$ cat config.mk
export PLATFORM = sky130hd
export DESIGN_NAME = fifo_ctrl
export DESIGN_NICKNAME = d
export VERILOG_FILES = /design/src/rtl/fifo_ctrl.sv
export SDC_FILE = /design/constraint.sdc
export NUM_CORES = 1
export LEC_CHECK = 0
export CORE_MARGIN = 2
export CORE_UTILIZATION = 47
export DETAILED_ROUTE_END_ITERATION = 16
export PLACE_DENSITY = 0.79
export SYNTH_ARGS = -nofsm -noshare
export SYNTH_HDL_FRONTEND = slang
export SYNTH_SLANG_ARGS = --single-unit
$ cat constraint.sdc
create_clock -name clk_i -period 2.55 [get_ports clk_i]
set_input_delay 0.255 -clock clk_i [delete_from_list [all_inputs] [get_ports clk_i]]
set_output_delay 0.255 -clock clk_i [all_outputs]
set_load 0.01 [all_outputs]
$ cat src/rtl/fifo_ctrl.sv
// fifo_ctrl: pointer and flag controller for a synchronous FIFO wrapped around
// an external reg_file with one-cycle synchronous read.
//
// Ports
//   clk_i, rst_i          clock, asynchronous active-high reset
//   wr_i, rd_i            push / pop requests
//   wr_en_o, rd_en_o      accepted push / pop, drive reg_file enables
//   w_addr_o, r_addr_o    reg_file write / read addresses
//   rd_valid_o            reg_file read data holds the popped word this cycle
//   full_o, empty_o       occupancy == depth / occupancy == 0
//   almost_full_o         occupancy >= AlmostFullThr
//   almost_empty_o        occupancy <= AlmostEmptyThr
//   count_o               occupancy, 0..depth
//   overflow_o            pulse: push was rejected last cycle (FIFO full)
//   underflow_o           pulse: pop was rejected last cycle (FIFO empty)
module fifo_ctrl #(
    parameter int AddrBits       = 3,
    parameter int AlmostFullThr  = 6,
    parameter int AlmostEmptyThr = 2
) (
    input  logic                clk_i,
    input  logic                rst_i,
    input  logic                wr_i,
    input  logic                rd_i,
    output logic                wr_en_o,
    output logic                rd_en_o,
    output logic [AddrBits-1:0] w_addr_o,
    output logic [AddrBits-1:0] r_addr_o,
    output logic                rd_valid_o,
    output logic                full_o,
    output logic                empty_o,
    output logic                almost_full_o,
    output logic                almost_empty_o,
    output logic [AddrBits:0]   count_o,
    output logic                overflow_o,
    output logic                underflow_o
);

    localparam logic [AddrBits:0] AfThr = AlmostFullThr[AddrBits:0];
    localparam logic [AddrBits:0] AeThr = AlmostEmptyThr[AddrBits:0];

    // Pointers carry one extra wrap bit so full and empty are distinguishable.
    logic [AddrBits:0] wr_ptr_q, wr_ptr_d;
    logic [AddrBits:0] rd_ptr_q, rd_ptr_d;
    logic              rd_valid_q, rd_valid_d;
    logic              overflow_q, overflow_d;
    logic              underflow_q, underflow_d;

    logic full, empty;

    always_comb begin
        full  = (wr_ptr_q[AddrBits] != rd_ptr_q[AddrBits]) &&
                (wr_ptr_q[AddrBits-1:0] == rd_ptr_q[AddrBits-1:0]);
        empty = (wr_ptr_q == rd_ptr_q);
    end

    // Enables are also forced low while reset is held, since the pointers
    // alone would still let a push through during reset.
    assign wr_en_o = wr_i & ~full  & ~rst_i;
    assign rd_en_o = rd_i & ~empty & ~rst_i;

    always_comb begin
        wr_ptr_d    = wr_ptr_q;
        rd_ptr_d    = rd_ptr_q;
        rd_valid_d  = rd_en_o;
        overflow_d  = wr_i & full;
        underflow_d = rd_i & empty;
        if (wr_en_o) begin
            wr_ptr_d = wr_ptr_q + 1'b1;
        end
        if (rd_en_o) begin
            rd_ptr_d = rd_ptr_q + 1'b1;
        end
    end

    always_ff @(posedge clk_i or posedge rst_i) begin
        if (rst_i) begin
            wr_ptr_q    <= '0;
            rd_ptr_q    <= '0;
            rd_valid_q  <= 1'b0;
            overflow_q  <= 1'b0;
            underflow_q <= 1'b0;
        end else begin
            wr_ptr_q    <= wr_ptr_d;
            rd_ptr_q    <= rd_ptr_d;
            rd_valid_q  <= rd_valid_d;
            overflow_q  <= overflow_d;
            underflow_q <= underflow_d;
        end
    end

    assign w_addr_o       = wr_ptr_q[AddrBits-1:0];
    assign r_addr_o       = rd_ptr_q[AddrBits-1:0];
    assign count_o        = wr_ptr_q - rd_ptr_q;
    assign full_o         = full;
    assign empty_o        = empty;
    assign almost_full_o  = (count_o >= AfThr);
    assign almost_empty_o = (count_o <= AeThr);
    assign rd_valid_o     = rd_valid_q;
    assign overflow_o     = overflow_q;
    assign underflow_o    = underflow_q;

endmodule

After elaboration in Yosys (flattened, before gate mapping)
Cells that the tools add are included.
{ "classes": {"n_mux": 0, "mul": 0, "eq_ne": 3, "bitwise": 9, "shift": 0, "add_sub_neg": 3, "reduce_logical": 1, "n_lt_le_gt_ge": 2, "div": 0} }
{ "op_table": {"columns": ["op", "count"], "rows": [
  ["4-bit by 1-bit adder with 4-bit output, second input constant", 2],
  ["1-bit bitwise AND", 6],
  ["4-bit equality test", 1],
  ["4-bit by 3-bit >= comparator with 1-bit output, second input constant", 1],
  ["4-bit by 2-bit <= comparator with 1-bit output, second input constant", 1],
  ["4-bit subtractor", 1],
  ["3-bit equality test", 1],
  ["1-bit inverter", 3],
  ["1-bit logical AND", 1],
  ["1-bit != test", 1]
]} }
{ "word_totals": {"out_inout_bits": 19, "latch_bits": 0, "mem_bits_ro": 0, "ram_bits": 0, "mem_count": 0, "register_bits": 11} }

Depth between registers and ports, before layout
{ "logic_depth": {"word_depth": 5, "depth_mapped": 6, "depth_no_buf": 6} }

Worst setup path after synthesis
No wires, ideal clock.
{ "synth_path": {"kind": "reg2out", "startpoint": "register wr_ptr_q[0]", "endpoint": "output port almost_full_o", "stages_incl_launch_ff": 7, "path_slack_ns": 0.741, "t_required_ns": 2.295, "arrival_ns": 1.554, "cell_sequence": "dfrtp_1 inv_1 ha_1 fa_1 xnor2_1 nand2_1 o21ai_0"} }
{ "synth_via": {"elab_chain_cells": 2} }
{ "synth_rtl": {"columns": ["element", "line_no", "text"], "rows": [
  ["from (decl)", "43", "logic [AddrBits:0] wr_ptr_q, wr_ptr_d;"],
  ["from (signal assigned)", "84", "wr_ptr_q <= wr_ptr_d;"],
  ["4-bit subtractor", "94", "assign count_o = wr_ptr_q - rd_ptr_q;"],
  ["net count_o[2]", "34", "output logic [AddrBits:0] count_o,"],
  ["4-bit by 3-bit >= comparator with 1-bit output", "97", "assign almost_full_o = (count_o >= AfThr);"],
  ["to (decl)", "32", "output logic almost_full_o,"]
]} }
The timed path passes the listed nets, and every way through them passes these cells.

Worst setup path after layout
{ "layout_path": {"startpoint": "register rd_ptr_q[2]", "endpoint": "output port rd_en_o"} }
{ "layout_via": {"elab_chain_cells": 4} }
{ "layout_rtl": {"columns": ["element", "line_no", "text"], "rows": [
  ["from (decl)", "44", "logic [AddrBits:0] rd_ptr_q, rd_ptr_d;"],
  ["from (signal assigned)", "85", "rd_ptr_q <= rd_ptr_d;"],
  ["4-bit equality test", "54", "empty = (wr_ptr_q == rd_ptr_q);"],
  ["1-bit inverter", "60", "assign rd_en_o = rd_i & ~empty & ~rst_i;"],
  ["1-bit bitwise AND (2 in series)", "60", null],
  ["to (decl)", "26", "output logic rd_en_o,"]
]} }
Every way passes these cells.

==> results.yml <==
synthesis:
  yosysSeqAreaShare_pct: 38.80
  synth_largest_area_cell: "dfrtp_1"
  ys_top_cells_by_area: "dfrtp_1 39%, xnor2_1 9.9%, ha_1 8.8%, buf_4 6.3%, inv_1 4.8%"
  synth_nets: 77
  yosys_warnings: 0
  synth_top_area_share_pct: 38.80
  yosysUniqueCellTypes: 22
  synth.cell_area_um2: 709.4
  synth_seq_cells: 11
  synth_area_per_cell_um2: 10.59
  synthCells: 67
grt:
  use_met1_pct: 19.95
  grt_use_total_pct: 17.13
  grt-busiest-layer: "met2"
  first_global_vias: 546
  grt_use_met2_pct: 29.39
  gr-usage-met3_pct: 1.702
  grt_max_degree: 12
  antenna_found_initial: 0
  grt.overflow.total: 0
  grt_pass1_wl_um: 2297
floorplan:
  dieArea_um2: 1836
  ios: 23
  die_h_um: 42.85
  die_w_um: 42.85
  initial_core_util_pct: 48.80
  core_um2: 1454
  placementRows: 14
setup_path:
  ff2ff_path_depth: 5
  path_cells: "inv_1, ha_1, nand3_2, o21ai_2, inv_1, clkdlybuf4s50_1"
  cp_max_fo: 8
  cp.required_ns: 2.30
  critPathLaunchType: "flop"
  crit_top_cell: "inv_1"
  critPathCaptureType: "output port"
  cp_slowest_stage_delay_ns: 0.49
  arrival_ns: 2.13
  crit_type: "flop to output port"
  cp_slowest_cell: "clkdlybuf4s50_1"
pwr:
  peakVddDrop_mv: 0.8955
  power_density_nw_per_um2: 1755
  cellLeakagePower_uw: 0.0004413
sta:
  fin_crit_sh_pct: 93.63
  finClkSkew_ns: 0.001393
  tightest_slew_ns: 0.4238
  period_needed_ns: 2.388
  setup_viol: 0
  hold_slack_ns: 0.4051
  maxSlewHeadroom_pct: 71.72
  report.final.slew_viol_count: 0
  rsz0062_at_grt: "false"
  fmaxAchievable_ghz: 0.4188
  final.setup.tns_ns: 0
  hold_viol: 0
clock_tree:
  cts_root_buffer: "clkbuf_4"
  numCtsBuffers: 3
  clk_pin_slew_worst_paths_ns: 0.07
  htreeDepth: 1
  cts_tree: "done"
  clock-sinks: 11
  clock_latency_ns: 0.26
  clock_path_buffers: 2
  postCtsHoldBufs: 0
routing:
  wl_per_cell_um: 12.64
  drtIter0Drc: 6
  drt_first_pass_iters: 4
  via_per_inst: 5.077
  drt_wl_total_um: 1315
  ant_nets: 0
  drc: 0
  via_count: 528
min_path:
  hold_class: "input port to asynchronous set/reset pin"
place:
  place_congestion: 0.8072
  portBuffers: 22
  dpl.hpwl_um: 1072
final_layout:
  diodes: 0
  final_util_pct: 65.32
  area_delta_synth_final_pct: 33.86
  drive_gt1_share_pct: 13.64
  layout.nets: 99
outcome:
  outcome: "completed"
flow_run:
  cap_violations: 0
-- kinds of logic after synthesis --
family	count (synthesis)	share of synthesized area, %
simple gates	13	11.99
buf+inv	15	11.11
flops	11	38.80
mux	2	3.703
fa+ha+maj	6	11.64
xor+xnor	9	12.17
compound gates	11	10.58
-- repair_timing --
action	in CTS	in global routing
buffers inserted	1	0
setup endpoints to repair	2	1
gates resized for setup	2	2
cloned	0	0
-- flip-flops by register name, indices dropped and copies added, names as in the netlist --
register	flops
wr_ptr_q	4
underflow_o	1
rd_ptr_q	4
overflow_o	1
rd_valid_o	1
-- synthesized netlist by cell type --
master	instances
and3_2	1
inv_1	9
and4b_1	2
o21ai_2	2
o21a_1	1
xor2_2	1
a21oi_1	3
fa_1	1
o21ai_0	1
nor2_1	3
dfrtp_1	11
o211ai_1	4
nand3b_1	1
nand3_2	1
mux2_1	1
ha_1	5
mux2_4	1
nor2b_1	2
xnor2_1	8
nand2_1	1
and2_1	2
buf_4	6
-- cell usage in the layout, fill, tap and decap left out, types with 3 or more instances in the layout --
| cell | n |
|---|---|
| dfrtp_1 | 11 |
| o211ai_1 | 4 |
| inv_1 | 9 |
| ha_1 | 4 |
| nor2_1 | 3 |
| xnor2_1 | 7 |
| clkbuf_4 | 3 |
| a21oi_1 | 3 |
| clkdlybuf4s50_1 | 20 |
-- per-stage QoR --
step           setup WS [ns]  total power [µW]  instance area, µm²  std cells
6_report              0.1625              1666               949.7        104
3_5_place_dp          0.2210              1546               904.6         99
4_1_cts              0.03817              1665               939.7        104
2_1_floorplan         0.7406              1036               709.4         67
5_1_grt              0.03236              1818               949.7        104
3_3_place_gp          0.3318              1496               904.6         99
-- power by group --
part           internal (µW)  switching (µW)
Clock                   60.4            52.8
Sequential               252            96.3
Combinational            650             554
Total                    963             704
-- worst paths after layout --
| check | end | from | slack, ns |
|---|---|---|---|
| worst min register to register | rd_ptr_q[2]$_DFFE_PP0P_ | rd_ptr_q[2]$_DFFE_PP0P_ | 0.53 |
| worst min-delay path | wr_ptr_q[2]$_DFFE_PP0P_ | rst_i | 0.41 |
| max in group asynchronous | rd_valid_o$_DFF_PP0_ | rst_i | 1.85 |
| worst max-delay path | rd_en_o | rd_ptr_q[2]$_DFFE_PP0P_ | 0.16 |
| min in group clk_i | rd_ptr_q[2]$_DFFE_PP0P_ | rd_ptr_q[2]$_DFFE_PP0P_ | 0.53 |
| worst max register to register | wr_ptr_q[1]$_DFFE_PP0P_ | rd_ptr_q[2]$_DFFE_PP0P_ | 0.79 |
-- layout make-up --
| class | count | area [µm²] |
|---|---|---|
| clock buffer | 4 | 26.28 |
| fill | 127 | 504.2 |
| inverter | 9 | 33.78 |
| multi-input combinational | 41 | 365.4 |
| sequential | 11 | 275.3 |
| tap | 16 | 20.02 |
| timing repair buffer | 23 | 229.0 |
-- critical path, delay by kind of cell (launching register included) --
| family | cells | cell delay [ns] |
|---|---|---|
| buffers and inverters | 3 | 0.64 |
| flip-flops | 1 | 0.40 |
| adder cells (fa/ha/maj) | 1 | 0.38 |
| AO/OA/AOI/OAI | 1 | 0.26 |
| AND/OR/NAND/NOR | 1 | 0.20 |
-- routing by layer --
layer	part of all wire (%)	wire length [µm]
met5	0	0
met4	1.6	21
met3	3.5	46
met2	57	753
met1	37	493
Note: power is estimated with default switching activity, not from simulation.
==> patch, RTL diff (same settings) <==
Remove the register `underflow_q`: a continuous assignment takes its place, so the output `underflow_o` follows one clock earlier.
--- a/src/rtl/fifo_ctrl.sv
+++ b/src/rtl/fifo_ctrl.sv
@@ -80,5 +80,4 @@
             rd_valid_q  <= 1'b0;
             overflow_q  <= 1'b0;
-            underflow_q <= 1'b0;
         end else begin
             wr_ptr_q    <= wr_ptr_d;
@@ -86,7 +85,8 @@
             rd_valid_q  <= rd_valid_d;
             overflow_q  <= overflow_d;
-            underflow_q <= underflow_d;
         end
     end
+
+    assign underflow_q = underflow_d;
 
     assign w_addr_o       = wr_ptr_q[AddrBits-1:0];
Behaviour: not the same (a bounded check fails within 4 cycles, from zero or initial values and one cycle with rst_i high).
==> patch against the unedited design <==
  * Sequential cell count shrank 1
  * Worst setup slack improved by 0.016 ns
  * Routed wire length rose by 0.91%
  * Synthesized area decreased by 3.5%
  * Final area grew 0.66%
Power is left out: the tool's default activity adds up to more than one toggle a clock period on the data nets, which glitch-free logic cannot reach.
==> patch: results (changes against the unedited design) <==
Setup path
  • Slowest-stage cell, CP: clkdlybuf4s50_1 (unchanged)
  • FF-to-FF path depth: 5 (unchanged)
  • CP max FO: 4 (was 8)
  • Top delay family on crit path: buffers and inverters (unchanged)
  • CP peak stage delay: 0.53 ns (was 0.49 ns)
  • Flop-to-flop setup slack: 0.83 ns (was 0.79 ns)
  • Crit path DAT: 2.12 ns

Clocking
  • H-tree depth: 1 (unchanged)
  • TritonCTS Buffers: 3 (unchanged)
  • Root Buffer: clkbuf_4 (unchanged)
  • Worst-Skew Late Latency: 0.27 ns
  • Max clock buf depth: 2 (unchanged)
  • Worst-path clk slew: 0.07 ns (about the same)

Cells and area
  • Share of cells above drive strength 1: 18.2% (was 13.6%)
  • NumNets Final: 99 (unchanged)
  • Largest regs: rd_ptr_q: 4 flops, wr_ptr_q: 4 flops (unchanged)
  • # diodes: 0 (unchanged)

GRT
  • GR Layer Usage met3: 4.74% (was 1.70%)
  • Met2 Usage GRT: 26.5% (was 29.4%)
  • GRT Util Overall: 16.8% (was 17.1%)
  • Largest net degree at the start of global routing: 11 (was 12)
  • Vias in the first global route: 522 (was 546)
  • First-pass GRT wire length: 2240 um (was 2300 um)
  • Initial antenna violation count: 0 (unchanged)
  • Met1 usage in global routing: 20.5% (was 19.9%)

Yosys
  • Synth async-reset ratio: 100% (unchanged)
  • Net Count, Synth: 76 (was 77)
  • Most frequent cells after synthesis: dfrtp_1, inv_1, xnor2_1 (unchanged)
  • Sequential element share of the synthesized area: 36.6% (was 38.8%)
  • Synth warn: 0 (unchanged)
  • Synth cell types: 22 (unchanged)
  • Synth area leaders: dfrtp_1, xnor2_1, ha_1 (unchanged)

Placement
  • Post-DP HPWL: 1020 um (was 1070 um)
  • Routability cong.: 0.780 (was 0.807)
  • IO Port Bufs: 22 (unchanged)

Routing
  • Final wirelength: 1330 um (was 1320 um)
  • Drt via density: 5.09 (was 5.08)
  • Iteration count of the initial detailed-routing pass: 2 (was 4)
  • Starting DRT DRC Count: 2 (was 6)

Min path
  • Worst Hold Class: input port to asynchronous set/reset pin (unchanged)

STA
  • Worst slew margin: 74.0% (was 71.7%)
  • Clock Skew: 0.00129 ns (was 0.00139 ns)

Run status
  • Run status: completed (unchanged)
-- patch: changes by cell type after synthesis, sizes merged --
| cell | change |
|---|---|
| dfrtp | -1 |
-- patch: area by class of cell --
| type | count | area, um^2 |
|---|---|---|
| clock buffer | 4 | 36.3 |
| fill | 106 | 378 |
| inverter | 9 | 33.8 |
| multi-input combinational | 41 | 375 |
| sequential | 10 | 251 |
| tap | 15 | 18.8 |
| timing repair buffer | 24 | 240 |
-- patch: cells by family after synthesis --
logic type	after synthesis	synth area share [%]
buffers and inverters	15	11.5
AND/OR/NAND/NOR	13	12.4
AO/OA/AOI/OAI	11	11.0
flip-flops	10	36.6
XOR/XNOR	9	12.6
adder cells (fa/ha/maj)	6	12.1
multiplexers	2	3.84
-- patch: through the flow --
stage	area (um^2)	setup slack, ns	hold slack (ns)	std cells
after floorplan	684	0.741	0.0952	66
after global placement	878	0.332	0.509	97
after detailed placement	878	0.249	0.513	97
after CTS	930	0.0390	0.377	103
after global routing	956	0.0399	0.417	103
final	956	0.178	0.374	103
-- patch: final timing paths --
check                       startpoint           to
setup / recovery           rd_ptr_q[2]   count_o[3]
hold / removal                   rst_i  wr_ptr_q[2]
setup reg to reg           rd_ptr_q[2]  wr_ptr_q[1]
hold reg to reg            rd_ptr_q[2]  rd_ptr_q[2]
max in group asynchronous        rst_i  wr_ptr_q[1]
min in group clk_i         rd_ptr_q[2]  rd_ptr_q[2]
-- patch: timing repair --
item	CTS	global route
hold buffers	0	0
buffers inserted	2	0
setup endpoints to repair	2	2
gates resized for setup	0	7
-- patch: routing by layer --
metal  wire length, um  share of wire [%]
met4                22                1.7
met5                 0                  0
met3                84                6.3
met1               533                 40
met2               687                 52
